**src/rtl/td4x_pkg.sv**
```systemverilog
// Opcode constants and decoded-control types shared by the TD4X core and its decoder.
package td4x_pkg;

   localparam logic [3:0] OpAddA = 4'b0000;
   localparam logic [3:0] OpAddB = 4'b0101;
   localparam logic [3:0] OpMovA = 4'b0011;
   localparam logic [3:0] OpMovB = 4'b0111;
   localparam logic [3:0] OpMovAb = 4'b0001;
   localparam logic [3:0] OpMovBa = 4'b0100;
   localparam logic [3:0] OpInA = 4'b0010;
   localparam logic [3:0] OpInB = 4'b0110;
   localparam logic [3:0] OpOutB = 4'b1001;
   localparam logic [3:0] OpOutIm = 4'b1011;
   localparam logic [3:0] OpJmp = 4'b1111;
   localparam logic [3:0] OpJnc = 4'b1110;
   localparam logic [3:0] OpJc = 4'b1010;
   localparam logic [3:0] OpHlt = 4'b1000;

   typedef enum logic [1:0] {DstNone, DstA, DstB} dst_e;
   typedef enum logic [1:0] {SrcIm, SrcA, SrcB, SrcIn} src_e;
   typedef enum logic [1:0] {JmpNone, JmpAlways, JmpNc, JmpC} jmp_e;

   typedef struct packed {
      dst_e dst;
      src_e src;
      logic alu_add;
      jmp_e jmp;
      logic jmp_take;
      logic out_ld;
      logic halt;
   } ctrl_t;

   // Unlisted opcodes decode to this: PC+1, carry cleared, nothing else written.
   localparam ctrl_t CtrlNop = '{
      dst: DstNone, src: SrcIm, alu_add: 1'b0, jmp: JmpNone,
      jmp_take: 1'b0, out_ld: 1'b0, halt: 1'b0
   };

endpackage

```
**src/rtl/td4x_if.sv**
```systemverilog
// Program-memory and I/O bundle between the TD4X core (master) and its environment (slave).
interface td4x_if #(
   parameter int unsigned DW = 4,
   parameter int unsigned AW = 4
);
   logic          en;
   logic [AW-1:0] instr_addr;
   logic [DW+3:0] instr_data;
   logic [DW-1:0] in_port;
   logic [DW-1:0] out_port;
   logic          carry;
   logic          halted;

   modport master (
      input  en, instr_data, in_port,
      output instr_addr, out_port, carry, halted
   );

   modport slave (
      output en, instr_data, in_port,
      input  instr_addr, out_port, carry, halted
   );
endinterface

```
**src/rtl/td4x_decode.sv**
```systemverilog
// Combinational opcode decoder: turns op and the registered carry into datapath controls.
module td4x_decode
   import td4x_pkg::*;
(
   input  logic [3:0] i_op,
   input  logic       i_carry,
   output ctrl_t      o_ctrl
);

   always_comb begin
      o_ctrl = CtrlNop;
      case (i_op)
         OpAddA:  begin o_ctrl.dst = DstA; o_ctrl.src = SrcA; o_ctrl.alu_add = 1'b1; end
         OpAddB:  begin o_ctrl.dst = DstB; o_ctrl.src = SrcB; o_ctrl.alu_add = 1'b1; end
         OpMovA:  begin o_ctrl.dst = DstA; o_ctrl.src = SrcIm; end
         OpMovB:  begin o_ctrl.dst = DstB; o_ctrl.src = SrcIm; end
         OpMovAb: begin o_ctrl.dst = DstA; o_ctrl.src = SrcB; end
         OpMovBa: begin o_ctrl.dst = DstB; o_ctrl.src = SrcA; end
         OpInA:   begin o_ctrl.dst = DstA; o_ctrl.src = SrcIn; end
         OpInB:   begin o_ctrl.dst = DstB; o_ctrl.src = SrcIn; end
         OpOutB:  begin o_ctrl.src = SrcB; o_ctrl.out_ld = 1'b1; end
         OpOutIm: begin o_ctrl.src = SrcIm; o_ctrl.out_ld = 1'b1; end
         OpJmp:   begin o_ctrl.jmp = JmpAlways; o_ctrl.jmp_take = 1'b1; end
         OpJnc:   begin o_ctrl.jmp = JmpNc; o_ctrl.jmp_take = ~i_carry; end
         OpJc:    begin o_ctrl.jmp = JmpC; o_ctrl.jmp_take = i_carry; end
         OpHlt:   o_ctrl.halt = 1'b1;
         default: o_ctrl = CtrlNop;
      endcase
   end

endmodule

```
**src/rtl/td4x_core.sv**
```systemverilog
// TD4X single-cycle core: holds PC, A, B, output port, carry and halt state plus the datapath.
module td4x_core
   import td4x_pkg::*;
#(
   parameter int unsigned DW = 4,
   parameter int unsigned AW = 4
) (
   input  logic     clk,
   input  logic     rst,
   td4x_if.master   bus
);

   logic [AW-1:0] r_pc;
   logic [DW-1:0] r_a;
   logic [DW-1:0] r_b;
   logic [DW-1:0] r_out;
   logic          r_carry;
   logic          r_halted;

   logic [3:0]    w_op;
   logic [DW-1:0] w_im;
   ctrl_t         w_ctrl;
   logic [DW-1:0] w_src;
   logic [DW:0]   w_sum;
   logic [AW-1:0] w_pc_next;
   logic          w_exec;

   assign w_op = bus.instr_data[DW+3:DW];
   assign w_im = bus.instr_data[DW-1:0];

   td4x_decode u_decode (
      .i_op    (w_op),
      .i_carry (r_carry),
      .o_ctrl  (w_ctrl)
   );

   always_comb begin
      w_src = w_im;
      case (w_ctrl.src)
         SrcA:    w_src = r_a;
         SrcB:    w_src = r_b;
         SrcIn:   w_src = bus.in_port;
         default: w_src = w_im;
      endcase
   end

   // Non-ADD moves pass the source straight through the adder with a zero addend.
   assign w_sum = {1'b0, w_src} + ({1'b0, w_im} & {(DW + 1){w_ctrl.alu_add}});

   always_comb begin
      if (w_ctrl.halt) begin
         w_pc_next = r_pc;
      end else if (w_ctrl.jmp != JmpNone && w_ctrl.jmp_take) begin
         w_pc_next = w_im[AW-1:0];
      end else begin
         w_pc_next = r_pc + AW'(1);
      end
   end

   assign w_exec = bus.en & ~r_halted;

   always_ff @(posedge clk) begin
      if (rst) begin
         r_pc     <= '0;
         r_a      <= '0;
         r_b      <= '0;
         r_out    <= '0;
         r_carry  <= 1'b0;
         r_halted <= 1'b0;
      end else if (w_exec) begin
         r_pc    <= w_pc_next;
         r_carry <= w_ctrl.alu_add & w_sum[DW];
         if (w_ctrl.dst == DstA) r_a <= w_sum[DW-1:0];
         if (w_ctrl.dst == DstB) r_b <= w_sum[DW-1:0];
         if (w_ctrl.out_ld) r_out <= w_src;
         if (w_ctrl.halt) r_halted <= 1'b1;
      end
   end

   assign bus.instr_addr = r_pc;
   assign bus.out_port   = r_out;
   assign bus.carry      = r_carry;
   assign bus.halted     = r_halted;

endmodule

```
**src/flat_wrapper.sv**
```systemverilog
// flat-port wrapper written by rule: the top's interface ports become plain ports
module td4x_core_flat import td4x_pkg::*;
#(
   parameter int unsigned DW = 4,
   parameter int unsigned AW = 4
)
  (clk, rst, bus_en, bus_instr_data, bus_in_port, bus_instr_addr, bus_out_port, bus_carry, bus_halted);
  td4x_if #(.DW(DW), .AW(AW)) bus_i ();
  input  logic clk;
  input  logic rst;
  input wire logic [$bits(bus_i.en)-1:0] bus_en;
  input wire logic [$bits(bus_i.instr_data)-1:0] bus_instr_data;
  input wire logic [$bits(bus_i.in_port)-1:0] bus_in_port;
  output wire logic [$bits(bus_i.instr_addr)-1:0] bus_instr_addr;
  output wire logic [$bits(bus_i.out_port)-1:0] bus_out_port;
  output wire logic [$bits(bus_i.carry)-1:0] bus_carry;
  output wire logic [$bits(bus_i.halted)-1:0] bus_halted;
  assign bus_i.en = bus_en;
  assign bus_i.instr_data = bus_instr_data;
  assign bus_i.in_port = bus_in_port;
  assign bus_instr_addr = bus_i.instr_addr;
  assign bus_out_port = bus_i.out_port;
  assign bus_carry = bus_i.carry;
  assign bus_halted = bus_i.halted;
  td4x_core #(.DW(DW), .AW(AW)) u_core (.clk(clk), .rst(rst), .bus(bus_i));
endmodule
```
**config.mk**
```make
export PLATFORM = sky130hd
export DESIGN_NAME = td4x_core_flat
export DESIGN_NICKNAME = d
export VERILOG_FILES = /design/src/rtl/td4x_pkg.sv /design/src/rtl/td4x_if.sv /design/src/rtl/td4x_decode.sv /design/src/rtl/td4x_core.sv /design/src/flat_wrapper.sv
export SDC_FILE = /design/constraint.sdc
export NUM_CORES = 1
export LEC_CHECK = 0
export ABC_CLOCK_PERIOD_IN_PS = 5420
export CELL_PAD_IN_SITES_DETAIL_PLACEMENT = 2
export CELL_PAD_IN_SITES_GLOBAL_PLACEMENT = 2
export CORE_AREA = 3 3 71 73
export DETAILED_ROUTE_END_ITERATION = 8
export DIE_AREA = 0 0 74 76
export GPL_TIMING_DRIVEN = 0
export PLACE_DENSITY_LB_ADDON = 0.05
export SETUP_SLACK_MARGIN = 0.1
export SYNTH_ARGS = -nofsm -noshare
export SYNTH_HDL_FRONTEND = slang
export SYNTH_SLANG_ARGS = --single-unit
```
**constraint.sdc**
```tcl
create_clock -name clk -period 5.42 [get_ports clk]
set_input_delay 1.084 -clock clk [delete_from_list [all_inputs] [get_ports clk]]
set_output_delay 1.084 -clock clk [all_outputs]
set_load 0.02 [all_outputs]
```
==> results.md <==
Worst hold path:
- The type of the most critical hold path is register to register.
- The worst hold path begins at u_core.bus.carry.
- The worst hold path was traced through 2 stages.
- The destination of the worst hold path is u_core.bus.carry.

Finish:
- Summing all multi-input logic gate instances after layout gives 896 um2.
- In the final layout, the share of cells above drive strength 1 is 0.156.
- The count of filler cells inserted in the layout is 478.
- The final instance area is 1670 um2.
- Compared with the post-synthesis result, the final layout area differs by 25.5%.
- The number of antenna diodes in the final layout is 0.
- In the layout the commonest cells are clkdlybuf4s50_1, dfxtp_1, nor2_1, nand2b_1.
- The layout net count is 189.
- The library cell used most frequently in the layout, excluding fill and tap cells, is clkdlybuf4s50_1.
- Across the whole layout, storage elements account for 360 um2.

Worst setup path:
- The cell family with the largest share of critical-path delay is compound AO/OA/AOI/OAI gates.
- The worst register-to-register path has a setup slack of 3.12 ns.
- Together, buffers and inverters on the worst path number 2.
- The master of the slowest instance on the critical path is clkdlybuf4s50_1.
- For the worst setup path, the data arrival time is 3.92 ns.
- The signal on the critical path passes through clkdlybuf4s50_1 -> buf_4 -> nor2_1 -> a22oi_1 -> o22a_1 -> nor2_1 -> ha_1 -> a21o_1 -> a21oi_1 -> nor4b_1 -> a311o_1.
- In this design, the stage delay of the slowest critical-path cell is 0.48 ns.
- In this design, the critical path's most frequently occurring cell is nor2_1.
- The nature of the critical path startpoint is an input port.
- The required time of the critical path is 5.57 ns.
- STA classifies the critical path endpoint as a register.
- In this run the critical register-to-register path is captured at u_core.r_a[3].
- The worst setup path category is input port to register.
- For the worst flop-to-flop path, the logic depth is 7.
- The worst register-to-register path begins at u_core.r_a[2].
- The worst-path maximum fanout is 10.

Global route:
- The all-layer global routing usage is 0.150.
- The global route total overflow is 0.
- The first global-routing pass estimated 6550 um of wire.
- The via count of the first global-routing pass is 1,290.
- Entering global routing, the biggest net connects 11 pins.
- The initial antenna violation count is 0.

Route:
- For this run, the detailed router's first-pass iteration total came to 4.
- In the final routed layout, each cell accounts on average for 18.0 um.
- The count of antenna-violating nets left after detailed routing is 0.
- The first routing iteration left 38 violations.
- The routed length on met2 is 1990 um.
- The wire length on met3 is 92 um.
- After detailed routing, the number of vias per cell comes to 5.37.
- After detailed routing, the wire length on met1 is 1830 um.
- The remaining routing DRC violations is 0.
- The total vias in the final route is 1,175.
- Signal routing reaches up to met4.
- The final wirelength is 3950 um.

Pwr:
- The peak supply drop is 0.0952 mV.
- The power density over the cells is 210 nW/um2.
- In this run the static leakage power is 0.597 nW.
- Total power for the finished layout comes to 351 uW.

Timing:
- The final setup skew is 0.00571 ns.
- Measured against its own limit, the worst slew margin works out to 0.631.
- The worst-margin pin slew is 0.550 ns.
- The total setup violations reported at the end of the flow is 0.
- Setup repair after global routing left no endpoint under its margin.
- The final-report hold violation count came to 0.
- The setup TNS after final layout is 0 ns.
- The part of the cycle the worst path needs is 0.694.
- The count of final max-slew check failures came to 0.
- For the finished layout, the period the worst path requires is 3.76 ns.
- The upper clock frequency limit is 266 MHz.

Floorplan:
- The floorplan step defined a die boundary enclosing 5620 um2.
- The core box area is 4410 um2.
- The effective utilization at floorplan is 0.302.
- The placement row count is 24.
- During I/O placement, the number of pins put on the boundary was 25.
- The horizontal die dimension is 74 um.
- The die boundary height is 76 um.

Yosys:
- The netlist uses 54 different library cells.
- In this run, synthesis produced a sequential element count of 18.
- Of the total synthesized cell area, the portion taken by AND, OR, NAND and NOR gates is 0.302.
- The share of the yosys chip area belonging to registers is 0.270.
- The synthesized-area fraction occupied by ao, oa, aoi and oai cells was 0.235.
- The most used flip-flop cell after synthesis is dfxtp_1.
- The synthesized-area fraction occupied by adder cells is 0.0619.
- The async set or reset register ratio after synthesis is 0.
- The main combinational cell family by area after synthesis is simple AND/OR/NAND/NOR gates.
- Synthesis produced 141 cells.
- When the netlist entered floorplanning its net count stood at 162.
- The synthesized area per cell is 9.46 um2.
- The mapped cell area is 1330 um2.
- The xor/xnor share of the synthesized area is 0.0253.
- The mux share of post-synthesis cell area is 0.0469.
- The number of enable-type register cells in the synthesized netlist is 0.
- The Yosys step of the flow raised 0 warnings.

Clock network:
- In this run the clock root is driven by a clkbuf_8.
- The number of clock buffers added by TritonCTS is 3.
- The number of hold buffers added after CTS was 0.
- The clock drives 18 sinks.
- The setup fix buffers added after clock tree synthesis is 0.
- In this run the number of H-tree levels came out at 1.
- The source-to-sink clock delay at the later pin of the worst-skew pair is 0.26 ns.
- The CTS tree is done.
- The total of cells resized after clock tree synthesis is 0.
- The maximum clock insertion buffer count is 2.
- Clock-pin slew was measured on the worst setup and hold paths at 0.08 ns.

Status:
- The flow ran to the end, and the final reports show no timing, DRC or antenna violations.

Placed design:
- The post-detailed-placement cell area is 1620 um2.
- Routability-driven placement finished with a final weighted congestion of 0.745.
- The wire-length estimate of the detail-placed layout is 3150 um.
- The count of buffers added on input and output ports is 22.

Flow run:
- The total of max-cap violations is 0.
power by group:
part | switching [mW] | internal (mW) | total (mW) | leakage [nW]
Sequential | 0.00428 | 0.138 | 0.143 | 0.146
Clock | 0.0520 | 0.0647 | 0.117 | 0.0288
Combinational | 0.0495 | 0.0425 | 0.0920 | 0.422
cell type report:
class,instances,area share
Inverter,3,0.00673
Sequential cell,18,0.215
Timing Repair Buffer,22,0.132
Multi-Input combinational cell,111,0.535
Clock buffer,4,0.0329
Buffer,9,0.0396
Tap cell,52,0.0389
cells by family (layout without fill, tap and decap cells):
kind of cell	count (synthesis)	after routing
AND/OR/NAND/NOR	57	57
AO/OA/AOI/OAI	39	39
flip-flops	18	18
buffers and inverters	12	38
adder cells (fa/ha/maj)	6	6
multiplexers	6	6
XOR/XNOR	3	3
flip-flops by register name, indices dropped and copies added (netlist names):
signal,cells
u_core.bus.carry,1
u_core.bus.halted,1
u_core.r_a,4
u_core.bus.instr_addr,4
u_core.bus.out_port,4
u_core.r_b,4
synth_stat cells (all sizes together), types with 5 or more instances:
master | n | area [um2]
buf | 9 | 66.3
dfxtp | 18 | 360
ha | 5 | 62.6
nor4b | 5 | 80.1
nand2b | 8 | 50.1
nor2 | 18 | 75.1
a21oi | 5 | 25.0
nor2b | 5 | 38.8
through the flow:
stage | instances | setup slack (ns) | utilization | hold WS (ns)
2_1_floorplan | 141 | 2.37 | - | 0.461
3_3_place_gp | 215 | 1.48 | 0.367 | 0.460
3_5_place_dp | 215 | 1.39 | 0.367 | 0.473
4_1_cts | 219 | 1.64 | 0.379 | 0.485
5_1_grt | 219 | 1.46 | 0.379 | 0.499
6_report | 219 | 1.66 | 0.379 | 0.478
worst register-to-register path: stages (launching register included):
cell and delay [ns]:
dfxtp_1 0.32, mux2_2 0.26, a221o_1 0.35, o21a_1 0.12
ha_1 0.34, a21oi_1 0.41, nor4b_1 0.11, a311o_1 0.28
per-layer routing:
| layer | track usage | up-vias |
|---|---|---|
| met4 | 0.0344 | 0 |
| li1 | - | 579 |
| met5 | 0 | - |
| met2 | 0.253 | 14 |
| met1 | 0.197 | 578 |
| met3 | 0.0211 | 4 |
worst max path at each step:
stage	depth (start not counted)	startpoint	to	slack [ns]
2_1_floorplan	10	bus_instr_data[7]	u_core.r_a[3]	2.37
3_3_place_gp	11	bus_instr_data[7]	u_core.r_a[3]	1.48
3_5_place_dp	11	bus_instr_data[7]	u_core.r_a[3]	1.39
4_1_cts	11	bus_instr_data[7]	u_core.r_a[3]	1.64
5_1_grt	11	bus_instr_data[7]	u_core.r_a[3]	1.46
6_report	11	bus_instr_data[7]	u_core.r_a[3]	1.66
Power figures use the tool's default switching activity.
